--- config.mk ---
export PLATFORM = sky130hd
export DESIGN_NAME = interrupt_priority_engine
export DESIGN_NICKNAME = d
export VERILOG_FILES = /design/src/rtl/interrupt_priority_engine.sv
export SDC_FILE = /design/constraint.sdc
export NUM_CORES = 1
export LEC_CHECK = 0
export ABC_AREA = 1
export CELL_PAD_IN_SITES_DETAIL_PLACEMENT = 1
export CELL_PAD_IN_SITES_GLOBAL_PLACEMENT = 2
export CORE_MARGIN = 4
export CORE_UTILIZATION = 29
export CTS_BUF_LIST = sky130_fd_sc_hd__clkbuf_16
export CTS_CLUSTER_DIAMETER = 80
export DETAILED_ROUTE_END_ITERATION = 12
export GPL_TIMING_DRIVEN = 0
export PLACE_DENSITY_LB_ADDON = 0.1
export SYNTH_ARGS = -nofsm -noshare
export SYNTH_HDL_FRONTEND = slang
export SYNTH_SLANG_ARGS = --single-unit
--- constraint.sdc ---
create_clock -name clock -period 9.2 [get_ports clock]
set_clock_uncertainty 0.15 [all_clocks]
set_input_delay 0.92 -clock clock [delete_from_list [all_inputs] [get_ports clock]]
set_output_delay 0.92 -clock clock [all_outputs]
set_load 0.02 [all_outputs]
--- src/rtl/interrupt_priority_engine.sv ---
// Registered rotating-priority resolver owning the in-service register and lowest-priority pointer.
// Optional auto-EOI acknowledge behaviour is enabled by defining IPE_AUTO_EOI_EN.
module interrupt_priority_engine #(
  parameter int NUM_IRQ = 8,
  localparam int PTR_W = (NUM_IRQ > 1) ? $clog2(NUM_IRQ) : 1
) (
  input  logic               clock,
  input  logic               reset,
`ifdef IPE_AUTO_EOI_EN
  input  logic               aeoi_mode,
`endif
  input  logic [NUM_IRQ-1:0] irr,
  input  logic [NUM_IRQ-1:0] imr,
  input  logic               special_mask_mode,
  input  logic               special_fully_nested,
  input  logic               ack,
  input  logic               eoi_nonspecific,
  input  logic               eoi_specific,
  input  logic [PTR_W-1:0]   eoi_level,
  input  logic               eoi_rotate,
  input  logic               set_priority,
  input  logic [PTR_W-1:0]   priority_level,
  output logic               int_req,
  output logic [PTR_W-1:0]   int_id,
  output logic               ack_spurious,
  output logic [NUM_IRQ-1:0] isr,
  output logic [PTR_W-1:0]   lowest_priority
);

  logic [NUM_IRQ-1:0] isr_q, isr_d;
  logic [PTR_W-1:0]   lp_q, lp_d;
  logic               int_req_q, int_req_d;
  logic [PTR_W-1:0]   int_id_q, int_id_d;
  logic               spur_q, spur_d;

  logic [NUM_IRQ-1:0] pending, blk;
  logic               blk_any, win_any, hi_isr_any;
  int                 blk_pos;
  logic [PTR_W-1:0]   win_lvl, hi_isr_lvl, lvl;
  logic               aeoi, ack_ok, spec_ok, prio_ok, eoi_hit;
  logic [PTR_W-1:0]   eoi_lvl;

  // Rank position 0 is the level just above LP; position NUM_IRQ-1 is LP itself.
  function automatic logic [PTR_W-1:0] lvl_at(input logic [PTR_W-1:0] lp, input int pos);
    int v;
    v = int'(lp) + 1 + pos;
    if (v >= NUM_IRQ) v = v - NUM_IRQ;
    return PTR_W'(v);
  endfunction

`ifdef IPE_AUTO_EOI_EN
  assign aeoi = aeoi_mode;
`else
  assign aeoi = 1'b0;
`endif

  always_comb begin
    pending    = irr & ~imr;
    blk        = special_mask_mode ? (isr_q & ~imr) : isr_q;
    blk_any    = 1'b0;
    blk_pos    = 0;
    win_any    = 1'b0;
    win_lvl    = '0;
    hi_isr_any = 1'b0;
    hi_isr_lvl = '0;
    lvl        = '0;
    // Walk from lowest to highest rank so the last hit is the best one.
    for (int p = NUM_IRQ - 1; p >= 0; p--) begin
      lvl = lvl_at(lp_q, p);
      if (blk[lvl]) begin
        blk_any = 1'b1;
        blk_pos = p;
      end
      if (isr_q[lvl]) begin
        hi_isr_any = 1'b1;
        hi_isr_lvl = lvl;
      end
    end
    for (int p = NUM_IRQ - 1; p >= 0; p--) begin
      lvl = lvl_at(lp_q, p);
      if (pending[lvl] && (!blk_any || (p < blk_pos) ||
                           (special_fully_nested && (p == blk_pos)))) begin
        win_any = 1'b1;
        win_lvl = lvl;
      end
    end
  end

  always_comb begin
    isr_d   = isr_q;
    lp_d    = lp_q;
    ack_ok  = ack && int_req_q;
    spec_ok = (32'(eoi_level) < 32'(NUM_IRQ));
    prio_ok = (32'(priority_level) < 32'(NUM_IRQ));
    eoi_hit = 1'b0;
    eoi_lvl = '0;
    // A specific EOI suppresses a simultaneous non-specific one, even when out of range.
    if (eoi_specific) begin
      if (spec_ok && isr_q[eoi_level]) begin
        eoi_hit = 1'b1;
        eoi_lvl = eoi_level;
      end
    end else if (eoi_nonspecific && hi_isr_any) begin
      eoi_hit = 1'b1;
      eoi_lvl = hi_isr_lvl;
    end
    if (eoi_hit) begin
      isr_d[eoi_lvl] = 1'b0;
      if (eoi_rotate) lp_d = eoi_lvl;
    end
    // Acknowledge is applied after the EOI clear so a set on the same bit wins.
    if (ack_ok) begin
      if (!aeoi) isr_d[int_id_q] = 1'b1;
      else if (eoi_rotate) lp_d = int_id_q;
    end
    if (set_priority && prio_ok) lp_d = priority_level;
    int_req_d = ack_ok ? 1'b0 : win_any;
    int_id_d  = int_req_d ? win_lvl : int_id_q;
    spur_d    = ack && !int_req_q;
  end

  always_ff @(posedge clock) begin
    if (reset) begin
      isr_q     <= '0;
      lp_q      <= PTR_W'(NUM_IRQ - 1);
      int_req_q <= 1'b0;
      int_id_q  <= '0;
      spur_q    <= 1'b0;
    end else begin
      isr_q     <= isr_d;
      lp_q      <= lp_d;
      int_req_q <= int_req_d;
      int_id_q  <= int_id_d;
      spur_q    <= spur_d;
    end
  end

  assign int_req         = int_req_q;
  assign int_id          = int_id_q;
  assign ack_spurious    = spur_q;
  assign isr             = isr_q;
  assign lowest_priority = lp_q;

endmodule

; ---- After elaboration in Yosys (flattened, before gate mapping)
; Index checks and enable logic that the tools add are counted.
[classes]
mux = 123
magnitude_cmp = 29
n_eq_ne = 7
div_mod_pow = 0
reduce_logical = 43
bitwise = 6
n_addsub = 16
n_mul = 0
shift = 0
[ops]
columns = op, n
row1 = $mux 32, 6
row2 = $eq 4x32->1 const A, 4
row3 = $lt 4x32->1 const A, 4
row4 = $mux 3, 32
row5 = $bmux 1 s3, 25
row6 = $eq 3x32->1 const A, 2
row7 = $lt 3x32->1 const A, 2
row8 = $mux 1, 55
row9 = $lt 3x4->1 const B, 11
row10 = $ge 5x4->1 const B, 7
row11 = $eq 2x32->1 const A, 1
row12 = $logic_not 32->1, 1
row13 = $lt 1x32->1 const A, 1
row14 = $lt 2x32->1 const A, 1
row15 = $and 8x8->8, 3
row16 = $mux 8, 3
row17 = $sub 3x1->3 const B, 8
row18 = $logic_and 1x1->1, 21
row19 = $add 4x3->5 const B, 4
row20 = $logic_or 1x1->1, 16
row21 = $not 8->8, 2
row22 = $add 4x2->5 const B, 2
row23 = $or 8x8->8, 1
row24 = $demux 1 s3, 2
row25 = 7 further kinds, 10
[word_totals]
in_bits = 31
mem_bits_ro = 0
latch_bits = 0
n_memories = 0
ram_bits = 0
regBits = 16

; ---- Logic depth before layout (Yosys ltp)
[depth]
depth_word = 27
depth_mapped = 34
mapped_depth_nobuf = 29

; ---- Least setup slack after synthesis
; OpenSTA, ideal clock, no wires.
[synth_timing]
kind = register to register
startpoint = reg lp_q[0], in the netlist lowest_priority[0]
endpoint = reg isr_q[0], in the netlist isr[0]
setup_ns = 0.134
arrival_time_ns = 3.279
path_slack_ns = 5.637
synth_period_minus_slack_ns = 3.563
stages_incl_launch_ff = 25
path_buffers = 6
path_cell_list = dfxtp_1 > buf_4 > inv_4 > buf_6 > buf_6 > buf_2 > ha_1 > buf_4 > inv_2 > nand2_1 > nand2_1 > buf_2 > o21ai_1 > nand2_1 > nand2_1 > nor4_1 > nand3_1 > nand3_1 > inv_2 > a22oi_2 > inv_2 > nor2_1 > nand2_1 > nand2_1 > a21oi_1
[synth_between]
elab_chain_cells = 26
elab_cells_between_ends = 79
classes_between = 16 x add/sub / 10 x order compare / 48 x mux / 3 x bitwise / 2 x reduce/logical
[synth_rtl]
columns = element, line
row1 = from (decl), 31  ; logic [PTR_W-1:0] lp_q, lp_d;
row2 = from (signal assigned), 125  ; lp_q <= PTR_W'(NUM_IRQ - 1);
row3 = from (signal assigned), 131  ; lp_q <= lp_d;
row4 = $add 3x1->4 (*), 46  ; v = int'(lp) + 1 + pos;
row5 = $add 4x3->5, 46
row6 = $ge 5x4->1 / $sub 3x1->3 (equally long branches), 47  ; if (v >= NUM_IRQ) v = v - NUM_IRQ;
row7 = $mux 3, 47
row8 = $bmux 1 s3, 74  ; if (isr_q[lvl]) begin
row9 = $mux 1 (implied by the code), 74
row10 = $mux 1 (8 in a row), 74
row11 = $logic_and 1x1->1, 103  ; end else if (eoi_nonspecific && hi_isr_any) begin
row12 = [3 not listed], n/a
row13 = $logic_and 1x1->1 (implied by the code), 108  ; isr_d[eoi_lvl] = 1'b0;
row14 = $mux 1 (implied by the code), 108
row15 = $demux 1 s3, 108
row16 = $not 8->8 (no source line), n/a
row17 = $and 8x8->8 (no source line), n/a
row18 = $mux 8 (*), 107  ; if (eoi_hit) begin
row19 = $or 8x8->8 (no source line), n/a
row20 = $mux 8 (*), 112  ; if (ack_ok) begin
row21 = to (signal assigned), 130  ; isr_q <= isr_d;
row22 = to (decl), 30  ; logic [NUM_IRQ-1:0] isr_q, isr_d;
; Mark *: on every way between the ends. The rest lies on a longest branch, timed or not. The select of a mux whose other input is x is not followed.
; A chain may end at the register's enable or synchronous reset.

; ---- Final worst setup path
; Same ends and word-level chain as after synthesis.

==> key figures <==
Status
  – Status: finished, final reports clean

Critical path
  – Arrival time worst endpoint: 4.18 ns
  – Critical Path RT: 9.16 ns
  – Critical path fanouts, max: 10
  – CP Cell Sequence: buf_4, inv_4, buf_6, buf_6, buf_2, ha_1, buf_4, buf_1, o21ai_0, nand2_1, o21ai_1, nor4_1, nand3_1, nand3_1, inv_2, a22oi_2, inv_2, nor2_1, nand2_1, nand2_1, a21oi_1
  – Max incr delay on CP: 0.49 ns
  – R2R cell count: 21
  – Crit Path Category: flop to flop
  – R2R Path Start: lowest_priority[0]$_SDFFE_PP1P_
  – Crit start category: flop
  – Critical path's top delay family: buffers and inverters
  – FF-to-FF End: isr[0]$_SDFF_PP0_
  – Buf/Inv on CP: 9
  – Worst setup EP type: flop
  – R2R Setup Slk: 4.98 ns
  – Crit path from: lowest_priority[0]$_SDFFE_PP1P_
  – CP max-delay cell: buf_1
  – Most frequent CP cell: nand2_1

STA
  – Setup TNS: 0 ns
  – Min cycle time layout: 4.223 ns
  – Period utilization: 0.4590
  – Hold WS: 0.2895 ns
  – Worst-Margin Slew: 0.5959 ns
  – Final Hold Fails: 0
  – Setup violators final: 0
  – Slew margin rel.: 0.6028
  – RSZ-0062 raised after global routing: false
  – Fmax: 236.8 MHz
  – Slew Limit Fails: 0

GRT
  – GR Util met3: 0.01428
  – First-pass GRT wire length: 17720 um
  – Gr ovfl total: 0
  – Met2 GRT Util: 0.3292
  – Largest net degree at the start of global routing: 11
  – GRT met1 Usage: 0.2813
  – Initial antenna violation count: 0
  – Vias in the first global route: 3498
  – Busiest grt layer: met2
  – Global Route Usage Sum: 0.1955

Final layout
  – P&R area growth vs syn: 24.79%
  – Multi-input logic area: 1997 um2
  – Sequential cell area: 320.3 um2
  – Share of cells above drive strength 1: 0.1129
  – Filler instances: 1260
  – Final Util: 0.3780
  – Final net count: 583
  – Final std cells w/o fill: 657
  – N_diodes: 0

Floorplanning
  – Ports: 47
  – Core Box Area: 8848 um2
  – Placement row count: 34
  – Starting Density: 0.3029
  – Die H: 104.1 um
  – Die X: 104.1 um
  – Die Area: 10840 um2

Clock tree
  – # clock sinks: 16
  – CTS Buffer Depth: 2
  – CTS Root Cell: clkbuf_16
  – CTS tree: yes
  – H-tree Lvls: 1
  – CTS Buf Count: 3
  – Worst-path clk slew: 0.05 ns
  – Hold-fix buffers, CTS: 0
  – Skew-Pair Late Insertion Delay: 0.24 ns
  – Setup bufs post-CTS: 0
  – Post-cts sizing count: 0

Synthesis
  – Number of flops mapped to enable cells by yosys: 0
  – #FFs+latches synth: 16
  – Seq/Total Area, Yosys: 0.1195
  – Synthesis Warnings: 0
  – Post-synth top area share: 0.2465
  – Synthesized area: 2680 um2
  – Top post-synthesis cells by area: nand2_1 (25%), dfxtp_1 (12%), nand3_1 (8.4%)
  – Count leader, synth: nand2_1
  – Commonest cells post-synth: nand2_1 (176), inv_1 (51), nand3_1 (45)
  – Ys async rst share: 0
  – Yosys cell types: 43
  – Post-synthesis area per instance: 5.360 um2
  – Top_reg_cell synth: dfxtp_1
  – Mapped Cells: 500
  – Post-synth net total: 533
  – Area leader, netlist: nand2_1

Place
  – GPL Wtd Cong: 0.8416
  – Placed insts: 653
  – IO Port Bufs: 45
  – HPWL after DPL: 8555 um

Route
  – Routed Wire Length: 10500 um
  – WL per Instance: 15.98 um
  – First-pass iteration count of the detailed router: 4
  – DR iter-0 viols: 120
  – Vias: 3388
  – Vias per Instance: 5.157
  – Final ANT Viol Nets: 0
  – # DRC: 0

Hold path
  – Worst hold path endpoint: ack_spurious$_SDFF_PP0_
  – Hold path startpoint: int_req$_SDFF_PP0_
  – Worst hold path class: flop to flop
  – Hold path cells: 1

Pwr
  – Power Dens Cells: 195.9 nW/um2
  – VDD IR max: 0.1386 mV
  – Leak: 1.597 nW

Flow run
  – Max-cap violations: 0
layer usage:
metal	part of all wire	vias to the layer above	routed length (um)
met4	0.0058	0	61
met2	0.45	62	4752
met1	0.51	1589	5313
met3	0.035	6	371
met5	0	-	0
li1	-	1731	-
how the worst max path moves through the flow:
stage	end	slack, ns	cells after the start
finish	isr[0]$_SDFF_PP0_	4.98	21
global route	isr[0]$_SDFF_PP0_	4.56	27
CTS	isr[0]$_SDFF_PP0_	4.94	21
detailed placement	isr[0]$_SDFF_PP0_	4.98	21
global placement	isr[0]$_SDFF_PP0_	4.98	21
floorplan	isr[0]$_SDFF_PP0_	5.64	24
power breakdown:
part	internal [W]	leakage, nW	switching [W]
Sequential	0.0000817	0.131	0.0000179
Clock	0.0000576	0.0385	0.0000262
Combinational	0.000160	1.43	0.000311
flip-flops by register name, indices dropped and copies added, names as in the netlist:
register and count:
isr 8, int_id 3, lowest_priority 3, ack_spurious 1, int_req 1
final cells by class:
cell class / instances / share of cell area
multi-input cells: 402 / 0.5971
repair buffers: 45 / 0.1347
flip-flops and latches: 16 / 0.09577
inverters: 66 / 0.07632
well taps: 108 / 0.04040
plain buffers: 16 / 0.03217
clock buffers: 3 / 0.02245
clock inverters: 1 / 0.001122
worst register-to-register path, cell delays in order, from the launching register on:
cell	delay (ns)
dfxtp_1	0.35
buf_4	0.19
inv_4	0.07
buf_6	0.14
buf_6	0.14
buf_2	0.21
ha_1	0.31
buf_4	0.19
buf_1	0.49
o21ai_0	0.27
nand2_1	0.13
o21ai_1	0.13
nor4_1	0.28
nand3_1	0.13
nand3_1	0.15
inv_2	0.06
a22oi_2	0.28
inv_2	0.11
nor2_1	0.11
nand2_1	0.07
nand2_1	0.06
a21oi_1	0.06
layout by cell type (no fill, tap or decap), types with 2 or more instances in the layout:
cell type        count
a21boi_1             2
mux2i_1              2
nand3_2              2
buf_2                8
buf_4                2
xor2_2               2
ha_1                 2
and2_1               2
clkdlybuf4s50_1     45
nor2_1              29
o21ai_0             37
nand2_2              9
o21a_1               2
clkbuf_16            3
inv_2               13
dfxtp_1             16
buf_6                4
nand2_1            176
nand3_1             45
o211ai_1             5
inv_1               51
nand4_1             11
o21ai_2              4
o21ai_1             21
nand2_4              3
a21oi_2              3
a21oi_1             31
kinds of logic after synthesis:
kind of cell,after synthesis,synth area share
AND/OR/NAND/NOR,282,0.4612
AO/OA/AOI/OAI,113,0.2446
buffers and inverters,82,0.1354
flip-flops,16,0.1195
XOR/XNOR,3,0.02241
multiplexers,2,0.007470
adder cells (fa/ha/maj),2,0.009336
through the flow:
| stage | worst slack (ns) | total power, W | cell area (um2) |
|---|---|---|---|
| 2_1_floorplan | 5.637 | 0.0004323 | 2680 |
| 3_3_place_gp | 4.983 | 0.0005631 | 3266 |
| 3_5_place_dp | 4.976 | 0.0005697 | 3266 |
| 4_1_cts | 4.943 | 0.0006585 | 3344 |
| 5_1_grt | 4.558 | 0.0007259 | 3344 |
| 6_report | 4.977 | 0.0006553 | 3344 |
No activity file was read; power rests on OpenSTA's default activity.
